<file path="src/rtl/axi_rd_arbiter_pkg.sv">
// axi_rd_arbiter_pkg: AXI read-channel payload types, response codes and the
// arbiter FSM encoding. TERM/DRAIN exist only with AXI_RD_ARB_TIMEOUT_EN.
package axi_rd_arbiter_pkg;

   localparam int unsigned ID_BITS    = 4;
   localparam int unsigned ADDR_WIDTH = 32;
   localparam int unsigned LEN_BITS   = 8;
   localparam int unsigned SIZE_BITS  = 3;
   localparam int unsigned DATA_WIDTH = 32;
   localparam int unsigned RESP_BITS  = 3;

   localparam logic [RESP_BITS-1:0] RESP_OKAY   = 3'b000;
   localparam logic [RESP_BITS-1:0] RESP_SLVERR = 3'b010;
   localparam logic [1:0]           BURST_INCR  = 2'b01;

   typedef struct packed {
      logic [ID_BITS-1:0]    id;
      logic [ADDR_WIDTH-1:0] addr;
      logic [LEN_BITS-1:0]   len;
      logic [1:0]            burst;
      logic [SIZE_BITS-1:0]  size;
   } ar_t;

   typedef struct packed {
      logic [ID_BITS-1:0]    id;
      logic [DATA_WIDTH-1:0] data;
      logic [RESP_BITS-1:0]  resp;
      logic                  last;
   } r_t;

   typedef enum logic [2:0] {
      StIdle,
      StAddr,
`ifdef AXI_RD_ARB_TIMEOUT_EN
      StData,
      StTerm,
      StDrain
`else
      StData
`endif
   } arb_state_e;

endpackage

</file>
<file path="src/rtl/axi_rd_arbiter_if.sv">
// axi_rd_arbiter_if: AR/R signals between NUM_M masters, the read arbiter and one
// slave. Modport "slave" is the arbiter's view (it terminates the masters' bus);
// modport "master" is the surrounding fabric: the masters plus the downstream slave.
interface axi_rd_arbiter_if import axi_rd_arbiter_pkg::*; #(
   parameter int unsigned NUM_M = 2
);

   ar_t  [NUM_M-1:0] m_ar;
   logic [NUM_M-1:0] m_arvalid;
   logic [NUM_M-1:0] m_arready;
   r_t   [NUM_M-1:0] m_r;
   logic [NUM_M-1:0] m_rvalid;
   logic [NUM_M-1:0] m_rready;

   ar_t  s_ar;
   logic s_arvalid;
   logic s_arready;
   r_t   s_r;
   logic s_rvalid;
   logic s_rready;

   modport slave (
      input  m_ar, m_arvalid, m_rready, s_arready, s_r, s_rvalid,
      output m_arready, m_r, m_rvalid, s_ar, s_arvalid, s_rready
   );

   modport master (
      output m_ar, m_arvalid, m_rready, s_arready, s_r, s_rvalid,
      input  m_arready, m_r, m_rvalid, s_ar, s_arvalid, s_rready
   );

endinterface

</file>
<file path="src/rtl/axi_rd_arbiter_rr_picker.sv">
// axi_rd_arbiter_rr_picker: combinational round-robin select. Returns the first set
// request found scanning ptr, ptr+1, ... modulo N. Shared with the write-path arbiter.
module axi_rd_arbiter_rr_picker #(
   parameter int unsigned N = 2,
   localparam int unsigned W = $clog2(N)
) (
   input  logic [N-1:0] req_i,
   input  logic [W-1:0] ptr_i,
   output logic [W-1:0] idx_o,
   output logic         valid_o
);

   int unsigned k;

   // First-hit scan starting at the rotation pointer.
   always_comb begin
      idx_o   = '0;
      valid_o = 1'b0;
      k       = 0;
      for (int unsigned i = 0; i < N; i++) begin
         k = (32'(ptr_i) + i) % N;
         if (!valid_o && req_i[W'(k)]) begin
            valid_o = 1'b1;
            idx_o   = W'(k);
         end
      end
   end

endmodule

</file>
<file path="src/rtl/axi_rd_arbiter.sv">
// axi_rd_arbiter: round-robin arbiter for the AXI read path of NUM_M masters onto
// one slave, one burst outstanding. The grant is held from AR acceptance to RLAST.
// Optional macro AXI_RD_ARB_TIMEOUT_EN adds a hung-slave timeout (TERM/DRAIN).
module axi_rd_arbiter import axi_rd_arbiter_pkg::*; #(
   parameter int unsigned NUM_M       = 2,
   parameter int unsigned TIMEOUT_CYC = 256,
   localparam int unsigned GW = $clog2(NUM_M)
) (
   input  logic            clk_i,
   input  logic            rst_i,
   axi_rd_arbiter_if.slave bus,
   output logic [GW-1:0]   grant_o,
   output logic            busy_o,
   output logic            proto_err_o
);

   if (NUM_M < 2 || NUM_M > 4 || TIMEOUT_CYC < 2) begin : g_bad_param
      $error("axi_rd_arbiter: unsupported NUM_M or TIMEOUT_CYC");
   end

   arb_state_e          state_q, state_d;
   logic [GW-1:0]       grant_q, grant_d;
   logic [GW-1:0]       rr_ptr_q, rr_ptr_d;
   logic [GW-1:0]       pick_idx, grant_nxt;
   logic [LEN_BITS-1:0] beat_cnt_q, beat_cnt_d;
   logic                proto_err_q, proto_err_d;
   logic                pick_valid, ar_hs, r_hs;

`ifdef AXI_RD_ARB_TIMEOUT_EN
   localparam int unsigned TmoW = $clog2(TIMEOUT_CYC);
   logic [TmoW-1:0]    tmo_q, tmo_d;
   logic [ID_BITS-1:0] arid_q, arid_d;
`endif

   axi_rd_arbiter_rr_picker #(
      .N (NUM_M)
   ) u_picker (
      .req_i   (bus.m_arvalid),
      .ptr_i   (rr_ptr_q),
      .idx_o   (pick_idx),
      .valid_o (pick_valid)
   );

   assign grant_nxt = (grant_q == GW'(NUM_M - 1)) ? '0 : grant_q + GW'(1);
   assign ar_hs = (state_q == StAddr) && bus.m_arvalid[grant_q] && bus.s_arready;
   assign r_hs  = (state_q == StData) && bus.s_rvalid && bus.m_rready[grant_q];

   assign grant_o     = grant_q;
   assign busy_o      = (state_q != StIdle);
   assign proto_err_o = proto_err_q;

   // Next-state: arbitration in IDLE, AR hand-off, beat counting and RLAST checks.
   always_comb begin
      state_d     = state_q;
      grant_d     = grant_q;
      rr_ptr_d    = rr_ptr_q;
      beat_cnt_d  = beat_cnt_q;
      proto_err_d = proto_err_q;
`ifdef AXI_RD_ARB_TIMEOUT_EN
      tmo_d  = tmo_q;
      arid_d = arid_q;
`endif
      unique case (state_q)
         StIdle: begin
            if (pick_valid) begin
               grant_d = pick_idx;
               state_d = StAddr;
            end
         end
         StAddr: begin
            // A master that drops ARVALID here keeps the grant; we simply wait.
            if (ar_hs) begin
               beat_cnt_d = bus.m_ar[grant_q].len;
               state_d    = StData;
`ifdef AXI_RD_ARB_TIMEOUT_EN
               tmo_d  = '0;
               arid_d = bus.m_ar[grant_q].id;
`endif
            end
         end
         StData: begin
            if (r_hs) begin
               if (beat_cnt_q != '0) beat_cnt_d = beat_cnt_q - LEN_BITS'(1);
               if (bus.s_r.last) begin
                  state_d  = StIdle;
                  rr_ptr_d = grant_nxt;
                  if (beat_cnt_q != '0) proto_err_d = 1'b1;
               end else if (beat_cnt_q == '0) begin
                  proto_err_d = 1'b1;
               end
            end
`ifdef AXI_RD_ARB_TIMEOUT_EN
            if (r_hs) tmo_d = '0;
            else if (tmo_q == TmoW'(TIMEOUT_CYC - 1)) state_d = StTerm;
            else tmo_d = tmo_q + TmoW'(1);
`endif
         end
`ifdef AXI_RD_ARB_TIMEOUT_EN
         StTerm: begin
            if (bus.m_rready[grant_q]) state_d = StDrain;
         end
         StDrain: begin
            // Late slave beats are swallowed until the slave finishes its burst.
            if (bus.s_rvalid && bus.s_r.last) begin
               state_d  = StIdle;
               rr_ptr_d = grant_nxt;
            end
         end
`endif
         default: state_d = StIdle;
      endcase
   end

   // Channel routing: purely a function of registered state/grant plus live inputs.
   always_comb begin
      bus.m_arready = '0;
      bus.m_r       = '0;
      bus.m_rvalid  = '0;
      bus.s_ar      = '0;
      bus.s_arvalid = 1'b0;
      bus.s_rready  = 1'b0;
      unique case (state_q)
         StAddr: begin
            bus.s_ar               = bus.m_ar[grant_q];
            bus.s_arvalid          = bus.m_arvalid[grant_q];
            bus.m_arready[grant_q] = bus.s_arready;
         end
         StData: begin
            bus.m_r[grant_q]      = bus.s_r;
            bus.m_rvalid[grant_q] = bus.s_rvalid;
            bus.s_rready          = bus.m_rready[grant_q];
         end
`ifdef AXI_RD_ARB_TIMEOUT_EN
         StTerm: begin
            bus.m_r[grant_q]      = '{id: arid_q, data: '0, resp: RESP_SLVERR, last: 1'b1};
            bus.m_rvalid[grant_q] = 1'b1;
         end
         StDrain: begin
            bus.s_rready = 1'b1;
         end
`endif
         default: ;
      endcase
   end

   // State registers with asynchronous active-high reset.
   always_ff @(posedge clk_i or posedge rst_i) begin
      if (rst_i) begin
         state_q     <= StIdle;
         grant_q     <= '0;
         rr_ptr_q    <= '0;
         beat_cnt_q  <= '0;
         proto_err_q <= 1'b0;
`ifdef AXI_RD_ARB_TIMEOUT_EN
         tmo_q       <= '0;
         arid_q      <= '0;
`endif
      end else begin
         state_q     <= state_d;
         grant_q     <= grant_d;
         rr_ptr_q    <= rr_ptr_d;
         beat_cnt_q  <= beat_cnt_d;
         proto_err_q <= proto_err_d;
`ifdef AXI_RD_ARB_TIMEOUT_EN
         tmo_q       <= tmo_d;
         arid_q      <= arid_d;
`endif
      end
   end

endmodule

</file>
<file path="src/flat_wrapper.sv">
// flat-port wrapper written by rule: the top's interface ports become plain ports
module axi_rd_arbiter_flat import axi_rd_arbiter_pkg::*;
#(
   parameter int unsigned NUM_M       = 2,
   parameter int unsigned TIMEOUT_CYC = 256,
   localparam int unsigned GW = $clog2(NUM_M)
)
  (clk_i, rst_i, grant_o, busy_o, proto_err_o, bus_m_ar, bus_m_arvalid, bus_m_rready, bus_s_arready, bus_s_r, bus_s_rvalid, bus_m_arready, bus_m_r, bus_m_rvalid, bus_s_ar, bus_s_arvalid, bus_s_rready);
  axi_rd_arbiter_if #(.NUM_M(NUM_M)) bus_i ();
  input  logic clk_i;
  input  logic rst_i;
  output logic [GW-1:0] grant_o;
  output logic busy_o;
  output logic proto_err_o;
  input wire logic [$bits(bus_i.m_ar)-1:0] bus_m_ar;
  input wire logic [$bits(bus_i.m_arvalid)-1:0] bus_m_arvalid;
  input wire logic [$bits(bus_i.m_rready)-1:0] bus_m_rready;
  input wire logic [$bits(bus_i.s_arready)-1:0] bus_s_arready;
  input wire logic [$bits(bus_i.s_r)-1:0] bus_s_r;
  input wire logic [$bits(bus_i.s_rvalid)-1:0] bus_s_rvalid;
  output wire logic [$bits(bus_i.m_arready)-1:0] bus_m_arready;
  output wire logic [$bits(bus_i.m_r)-1:0] bus_m_r;
  output wire logic [$bits(bus_i.m_rvalid)-1:0] bus_m_rvalid;
  output wire logic [$bits(bus_i.s_ar)-1:0] bus_s_ar;
  output wire logic [$bits(bus_i.s_arvalid)-1:0] bus_s_arvalid;
  output wire logic [$bits(bus_i.s_rready)-1:0] bus_s_rready;
  assign bus_i.m_ar = bus_m_ar;
  assign bus_i.m_arvalid = bus_m_arvalid;
  assign bus_i.m_rready = bus_m_rready;
  assign bus_i.s_arready = bus_s_arready;
  assign bus_i.s_r = bus_s_r;
  assign bus_i.s_rvalid = bus_s_rvalid;
  assign bus_m_arready = bus_i.m_arready;
  assign bus_m_r = bus_i.m_r;
  assign bus_m_rvalid = bus_i.m_rvalid;
  assign bus_s_ar = bus_i.s_ar;
  assign bus_s_arvalid = bus_i.s_arvalid;
  assign bus_s_rready = bus_i.s_rready;
  axi_rd_arbiter #(.NUM_M(NUM_M), .TIMEOUT_CYC(TIMEOUT_CYC)) u_core (.clk_i(clk_i), .rst_i(rst_i), .bus(bus_i), .grant_o(grant_o), .busy_o(busy_o), .proto_err_o(proto_err_o));
endmodule
</file>
<file path="config.mk">
export PLATFORM = sky130hd
export DESIGN_NAME = axi_rd_arbiter_flat
export DESIGN_NICKNAME = d
export VERILOG_FILES = /design/src/rtl/axi_rd_arbiter_pkg.sv /design/src/rtl/axi_rd_arbiter_if.sv /design/src/rtl/axi_rd_arbiter_rr_picker.sv /design/src/rtl/axi_rd_arbiter.sv /design/src/flat_wrapper.sv
export SDC_FILE = /design/constraint.sdc
export NUM_CORES = 1
export LEC_CHECK = 0
export BUFFER_PORTS_ARGS = -buffer_cell sky130_fd_sc_hd__buf_2
export CAP_MARGIN = 30
export CORE_AREA = 4 4 108 110
export CTS_BUF_LIST = sky130_fd_sc_hd__clkbuf_16
export DETAILED_ROUTE_END_ITERATION = 6
export DIE_AREA = 0 0 112 114
export HOLD_SLACK_MARGIN = 0.12
export PLACE_DENSITY = 0.64
export SETUP_SLACK_MARGIN = 0.15
export SYNTH_ARGS = -nofsm -noshare
export SYNTH_HDL_FRONTEND = slang
export SYNTH_HIERARCHICAL = 1
export SYNTH_SLANG_ARGS = --single-unit
</file>
<file path="constraint.sdc">
create_clock -name clk_i -period 1.66 [get_ports clk_i]
set_clock_uncertainty 0.15 [all_clocks]
set_input_delay 0.083 -clock clk_i [delete_from_list [all_inputs] [get_ports clk_i]]
set_output_delay 0.083 -clock clk_i [all_outputs]
set_load 0.01 [all_outputs]
</file>
* Word-level counts from Yosys, hierarchy flattened
Cells that the tools add are included.
** Storage, ports and cells
- Bits in latches :: 0
- Memory bits (read-only) :: 0
- Output and inout bits :: 138
- Memories kept :: 0
- Flip-flop bits (word level) :: 14
- Bits in writable memories :: 0
** Operators by class
- Muxes and demuxes :: 37
- Multipliers :: 0
- Equal/unequal tests :: 8
- Bitwise logic cells :: 3
- Shifts and indexed selects :: 0
- Reductions and logical operators :: 18
- $add $sub $neg :: 3
- $lt $le $gt $ge :: 4
- Div/mod/pow operators :: 0
** Operator list (number)
- 2-to-1 mux 49 bit :: 3
- AND 80 bit :: 1
- 2-to-1 mux 80 bit :: 1
- demux 40 bit (select 1 bit) :: 1
- 2-to-1 mux 40 bit :: 1
- 2-to-1 mux 8 bit :: 3
- 2-to-1 mux 1 bit :: 19
- case mux 8 bit (2 select lines) :: 1
- 2-to-1 mux 3 bit :: 4
- AND reduction 4 bit :: 3
- case mux 3 bit (3 select lines) :: 1
- logical NOT 8 bit :: 1
- inequality test 2 x 1 -> 1 bit, second input constant :: 4
- nonzero test 8 bit :: 1
- subtractor 8 x 1 -> 8 bit, second input constant :: 1
- logical AND 1 bit :: 6
- less-than comparator 1 x 2 -> 1 bit, second input constant :: 3
- AND 2 bit :: 2
- 2-to-1 mux 2 bit :: 2
- inequality test 2 bit, second input constant :: 2
- nonzero test 2 bit :: 2
- == test 3 x 1 -> 1 bit, second input constant :: 1
- == test 3 x 2 -> 1 bit, second input constant :: 1
- logical NOT 3 bit :: 1
- other kinds (7) :: 8

* Depth between registers and ports, before layout
- Depth after elaboration :: 8
- Mapped depth :: 7
- Mapped depth without buffers :: 6

* Modules after synthesis
The synthesis kept the hierarchy.
** By module, submodules not included
- axi_rd_arbiter :: times used 1, cells an instance 302, area each 2180.8 um2, seq. area each 325.3 um2
- axi_rd_arbiter_rr_picker :: times used 1, cells an instance 3, area each 17.5 um2, seq. area each 0.0 um2

* Least setup slack after synthesis
OpenSTA, ideal clock, no wires.
- Kind :: register -> register
- Start :: reg u_core.grant_q, in the netlist u_core/grant_o
- End :: reg u_core.beat_cnt_q[5]
- Path slack :: -0.152 ns
- Cell stages (with the launch flop) :: 7
- Arrival time :: 1.541 ns
- Setup time :: 0.122 ns
- Clock period less this slack :: 1.812 ns
- Path through :: dfrtp_1 -> buf_6 -> mux2_4 -> and3_1 -> buf_6 -> a21o_4 -> a32o_1
** Between the ends
- Word-level cells in the longest chain between the ends :: 6
- Elaborated cells between the ends (all ways) :: 14
** Ends and longest elaborated chain
- from (decl) :: RTL line axi_rd_arbiter.sv:22 : logic [GW-1:0] grant_q, grant_d;
- from (signal assigned) :: RTL line axi_rd_arbiter.sv:160 : grant_q <= grant_d;
- 2-to-1 mux 1 bit (implied by the code) (2 in a row) :: RTL line axi_rd_arbiter.sv:45 : assign ar_hs = (state_q == StAddr) && bus.m_arvalid[grant_q] && bus.s_arready;
- logical AND 1 bit (2 in a row) :: RTL line axi_rd_arbiter.sv:45
- inequality test 2 x 1 -> 1 bit (no line)
- AND reduction 4 bit (no line)
- to (signal assigned) :: RTL line axi_rd_arbiter.sv:162 : beat_cnt_q <= beat_cnt_d;
- to (decl) :: RTL line axi_rd_arbiter.sv:25 : logic [LEN_BITS-1:0] beat_cnt_q, beat_cnt_d;
Parallel ways exist; a longest one is shown, timed or not. The select of a mux whose other input is x is not followed.
A chain may end at the register's enable or synchronous reset.

* Worst setup path after layout
- Start :: reg u_core.state_q[0]
- End :: out bus_m_r[55]
** Between the ends
- Word-level cells in the longest chain between the ends :: 2
** Ends and longest elaborated chain
- from (decl) :: RTL line axi_rd_arbiter.sv:21 : arb_state_e state_q, state_d;
- from (signal assigned) :: RTL line axi_rd_arbiter.sv:149 : state_q <= StIdle;
- from (signal assigned) :: RTL line axi_rd_arbiter.sv:159 : state_q <= state_d;
- == test 3 x 2 -> 1 bit :: RTL line axi_rd_arbiter.sv:122 : unique case (state_q)
- 2-to-1 mux 80 bit :: RTL line axi_rd_arbiter.sv:122
- to (decl) :: RTL line flat_wrapper.sv:22 : output wire logic [$bits(bus_i.m_r)-1:0] bus_m_r;
No other way between the ends.

==> reports/qor.yml <==
power_and_ir_drop:
  total_power_w: 0.00721
  powerDensity_nw_per_um2: 1320
  pwr-share-comb_pct: 84.8
  vdd_ir_drop_max_mv: 0.728
  switching_share_pct: 43.8
  p_leak_nw: 2.96
  power.switching_w: 0.00316
  pwr-share-clk_pct: 6.3
  p_int_w: 0.00405
  seqPwrFrac_pct: 8.9
critical_path:
  worst-setup-path-type: "reg2out"
  rr_startpoint: "u_core/beat_cnt_q[5]$_DFFE_PP0P_"
  critPathTopFamily: "buffers and inverters"
  ff2ff_setup_slack_ns: -0.11
  cpMaxStageDelayCell: "dfrtp_1"
  end_kind: "output port"
  path_buf_inv: 4
  crit_chain: "buf_6 > nor2b_4 > buf_12 > clkbuf_16 > and3_4 > buf_6"
  path_depth: 6
  reg2reg_depth: 4
  critPathMaxStageDelay_ns: 0.39
  critPathLaunch: "u_core/state_q[0]$_DFFE_PP0P_"
  r2r_end: "u_core/beat_cnt_q[5]$_DFFE_PP0P_"
  crit_path_end: "bus_m_r[55]"
  crit_required_ns: 1.43
  crit_arrival_ns: 1.54
  start_kind: "register"
  worstPathMaxFanout: 5
  cp_common_cell: "buf_6"
worst_hold_path:
  hp-class: "in2reg"
  hold_depth: 4
clocking:
  cts_inserted_buffers: 3
  insertion_delay_ns: 0.24
  clk_pin_slew_ns: 0.05
  h-tree-depth: 1
  cts.path.max_buffers: 2
  cts_tree: "yes"
  cts_root_buf: "clkbuf_16"
  cts.sinks: 13
placed_design:
  numPlacedInstances: 732
  routabilityCongestion: 0.793
  place_ws_ns: -0.0543
  hpwl_mm: 8.90
  numPortBuffers: 283
  place_area_um2: 3970
cells_and_area:
  area_growth_pct: 149
  final_cell_count_no_fill: 776
  drive_gt1_share_pct: 72.2
  multi_input_area_um2: 2130
  seqCellArea_um2: 330
  fin_area_um2: 5470
  num-fill-cells: 1004
  n_antenna_cell: 0
  nets: 784
logic_synthesis:
  yosys.area.top_type: "mux2i_1"
  yosys-top-cells-count: "nor2_1 (58), mux2i_1 (51), and2_1 (44), and3_1 (43), clkbuf_1 (21)"
  ys_async_sr_fraction_pct: 100
  yosys.area.top_type_share_pct: 23.2
  synthTopCellsByArea: "mux2i_1 (23%), dfrtp_1 (15%), and2_1 (13%)"
  synthFlopType: "dfrtp_1"
  synth_area_um2: 2200
  synthesis.nets: 452
  synth_warnings: 6
  synth_area_per_cell_um2: 7.21
  netlist_instances: 305
  synth_seq_cells: 13
  synth_most_common_cell: "nor2_1"
  ys_types: 40
  yosysSeqAreaShare_pct: 14.8
  synth_edf_count: 0
run:
  max-cap-violations: 0
sta:
  maxSlewViolCount: 0
  rsz0062_at_grt: "yes"
  fin_ws_ns: -0.118
  hold_viol: 0
  worst_pin_slew_ns: 0.539
  fin_crit_sh_pct: 107
  maxSlewHeadroom_pct: 64.0
  hold_slack_ns: 0.183
  layout_min_cycle_time_ns: 1.78
  timing.fmax_mhz: 563
  setup_viol: 131
run_status:
  outcome: "finished with violations"
  violations: "setup timing"
drt:
  totalWireLength_mm: 13.4
  drtAntennaViolNets: 0
  drt_iter0_drc: 229
  wl_per_cell_um: 17.2
  dr.pass1.iters: 4
  drcViolationCount: 0
  vias: 3553
  routed_via_density: 4.58
floorplan:
  die_h_um: 114
  coreArea_um2: 10700
  design.die.area_um2: 12800
  initial_core_util_pct: 20.5
  num_rows: 38
  die_w_um: 112
  num_io_pins: 284
global_route:
  antenna_found_initial: 0
  overflow: 0
  grt_pass1_vias: 3445
  grt_pass1_wl_mm: 18.0
  track_usage_pct: 16.9
  grt_max_degree: 50
==> power groups by stage <==
| stage | Clock, W | Sequential [W] | Combinational (W) |
|---|---|---|---|
| finish | 0.000455 | 0.000640 | 0.00612 |
| global route | 0.000484 | 0.000662 | 0.00652 |
| CTS | 0.000463 | 0.000626 | 0.00530 |
| detailed placement | 0 | 0.000620 | 0.00427 |
| global placement | 0 | 0.000616 | 0.00428 |
| floorplan | 0 | 0.000619 | 0.00247 |
==> flip-flops by register name (all words and copies together), names as in the netlist <==
name,cells
u_core/beat_cnt_q,8
u_core/state_q,2
u_core/grant_o,1
u_core/proto_err_o,1
u_core/rr_ptr_q,1
==> how the worst min path moves through the flow <==
stage,from,end
floorplan,rst_i,u_core/beat_cnt_q[0]$_DFFE_PP0P_
global placement,rst_i,u_core/rr_ptr_q$_DFFE_PP0P_
detailed placement,rst_i,u_core/proto_err_o$_DFFE_PP0P_
CTS,bus_m_ar[5],u_core/beat_cnt_q[0]$_DFFE_PP0P_
global route,bus_m_arvalid[1],u_core/state_q[0]$_DFFE_PP0P_
finish,bus_m_arvalid[1],u_core/state_q[0]$_DFFE_PP0P_
==> what timing repair did <==
action,in CTS,in global routing
gates resized for setup,88,127
hold buffers,5,0
pin swaps,26,43
endpoints found under the hold margin,17,0
cloned,8,7
endpoints found under the setup margin,146,149
buffers inserted,17,3
==> metrics by stage <==
stage	TNS (ns)	utilization (%)
2_1_floorplan	-0.371	-
3_3_place_gp	-0.0619	37.1
3_5_place_dp	-0.127	37.1
4_1_cts	-6.79	44.4
5_1_grt	-15.39	51.2
6_report	-7.85	51.2
==> final cells by class <==
type	count	area share [%]
repair buffers	356	50.0
clock buffers	3	1.37
multi-input cells	257	38.9
inverters	6	0.412
clock inverters	1	0.0686
flip-flops and latches	13	6.04
well taps	140	3.20
==> per-layer routing <==
| layer | routed length, µm | up-vias | GRT usage [%] | share of wire [%] |
|---|---|---|---|---|
| met5 | 0 | - | 0 | 0 |
| met4 | 192 | 0 | 2.88 | 1.4 |
| met3 | 943 | 14 | 3.24 | 7.1 |
| met2 | 7190 | 153 | 30.5 | 54 |
| met1 | 5040 | 1664 | 21.3 | 38 |
| li1 | - | 1722 | - | - |
==> kinds of logic after synthesis <==
logic type / Yosys count / share of synthesized area, %
xor+xnor: 1 / 0.398
compound gates: 26 / 8.88
mux: 54 / 25.1
simple gates: 175 / 43.3
fa+ha+maj: 1 / 0.569
buf+inv: 35 / 7.00
flops: 13 / 14.8
==> cells in the final DEF, fill, tap and decap left out, types with 2 or more instances in the layout <==
| cell | count |
|---|---|
| clkbuf_16 | 7 |
| dlygate4sd3_1 | 5 |
| nor2_1 | 57 |
| and2_4 | 43 |
| and3_4 | 22 |
| buf_8 | 3 |
| mux2i_4 | 4 |
| nand3_1 | 3 |
| dfrtp_1 | 11 |
| a32o_1 | 2 |
| buf_12 | 6 |
| a21oi_2 | 3 |
| buf_2 | 218 |
| and3_1 | 21 |
| a21o_1 | 3 |
| a21oi_1 | 2 |
| mux2i_2 | 10 |
| a311oi_1 | 2 |
| buf_16 | 3 |
| nor2b_4 | 2 |
| mux2i_1 | 37 |
| a311oi_2 | 3 |
| nand4_1 | 3 |
| nand2_1 | 11 |
| buf_4 | 24 |
| mux2_4 | 2 |
| buf_6 | 92 |
| inv_1 | 7 |
==> tightest hold or removal path, delay by kind of cell <==
kind | cells | cell delay, ns
mux | 1 | 0.17
buf+inv | 2 | 0.20
compound gates | 1 | 0.09
Note: power is estimated with default switching activity, not from simulation.
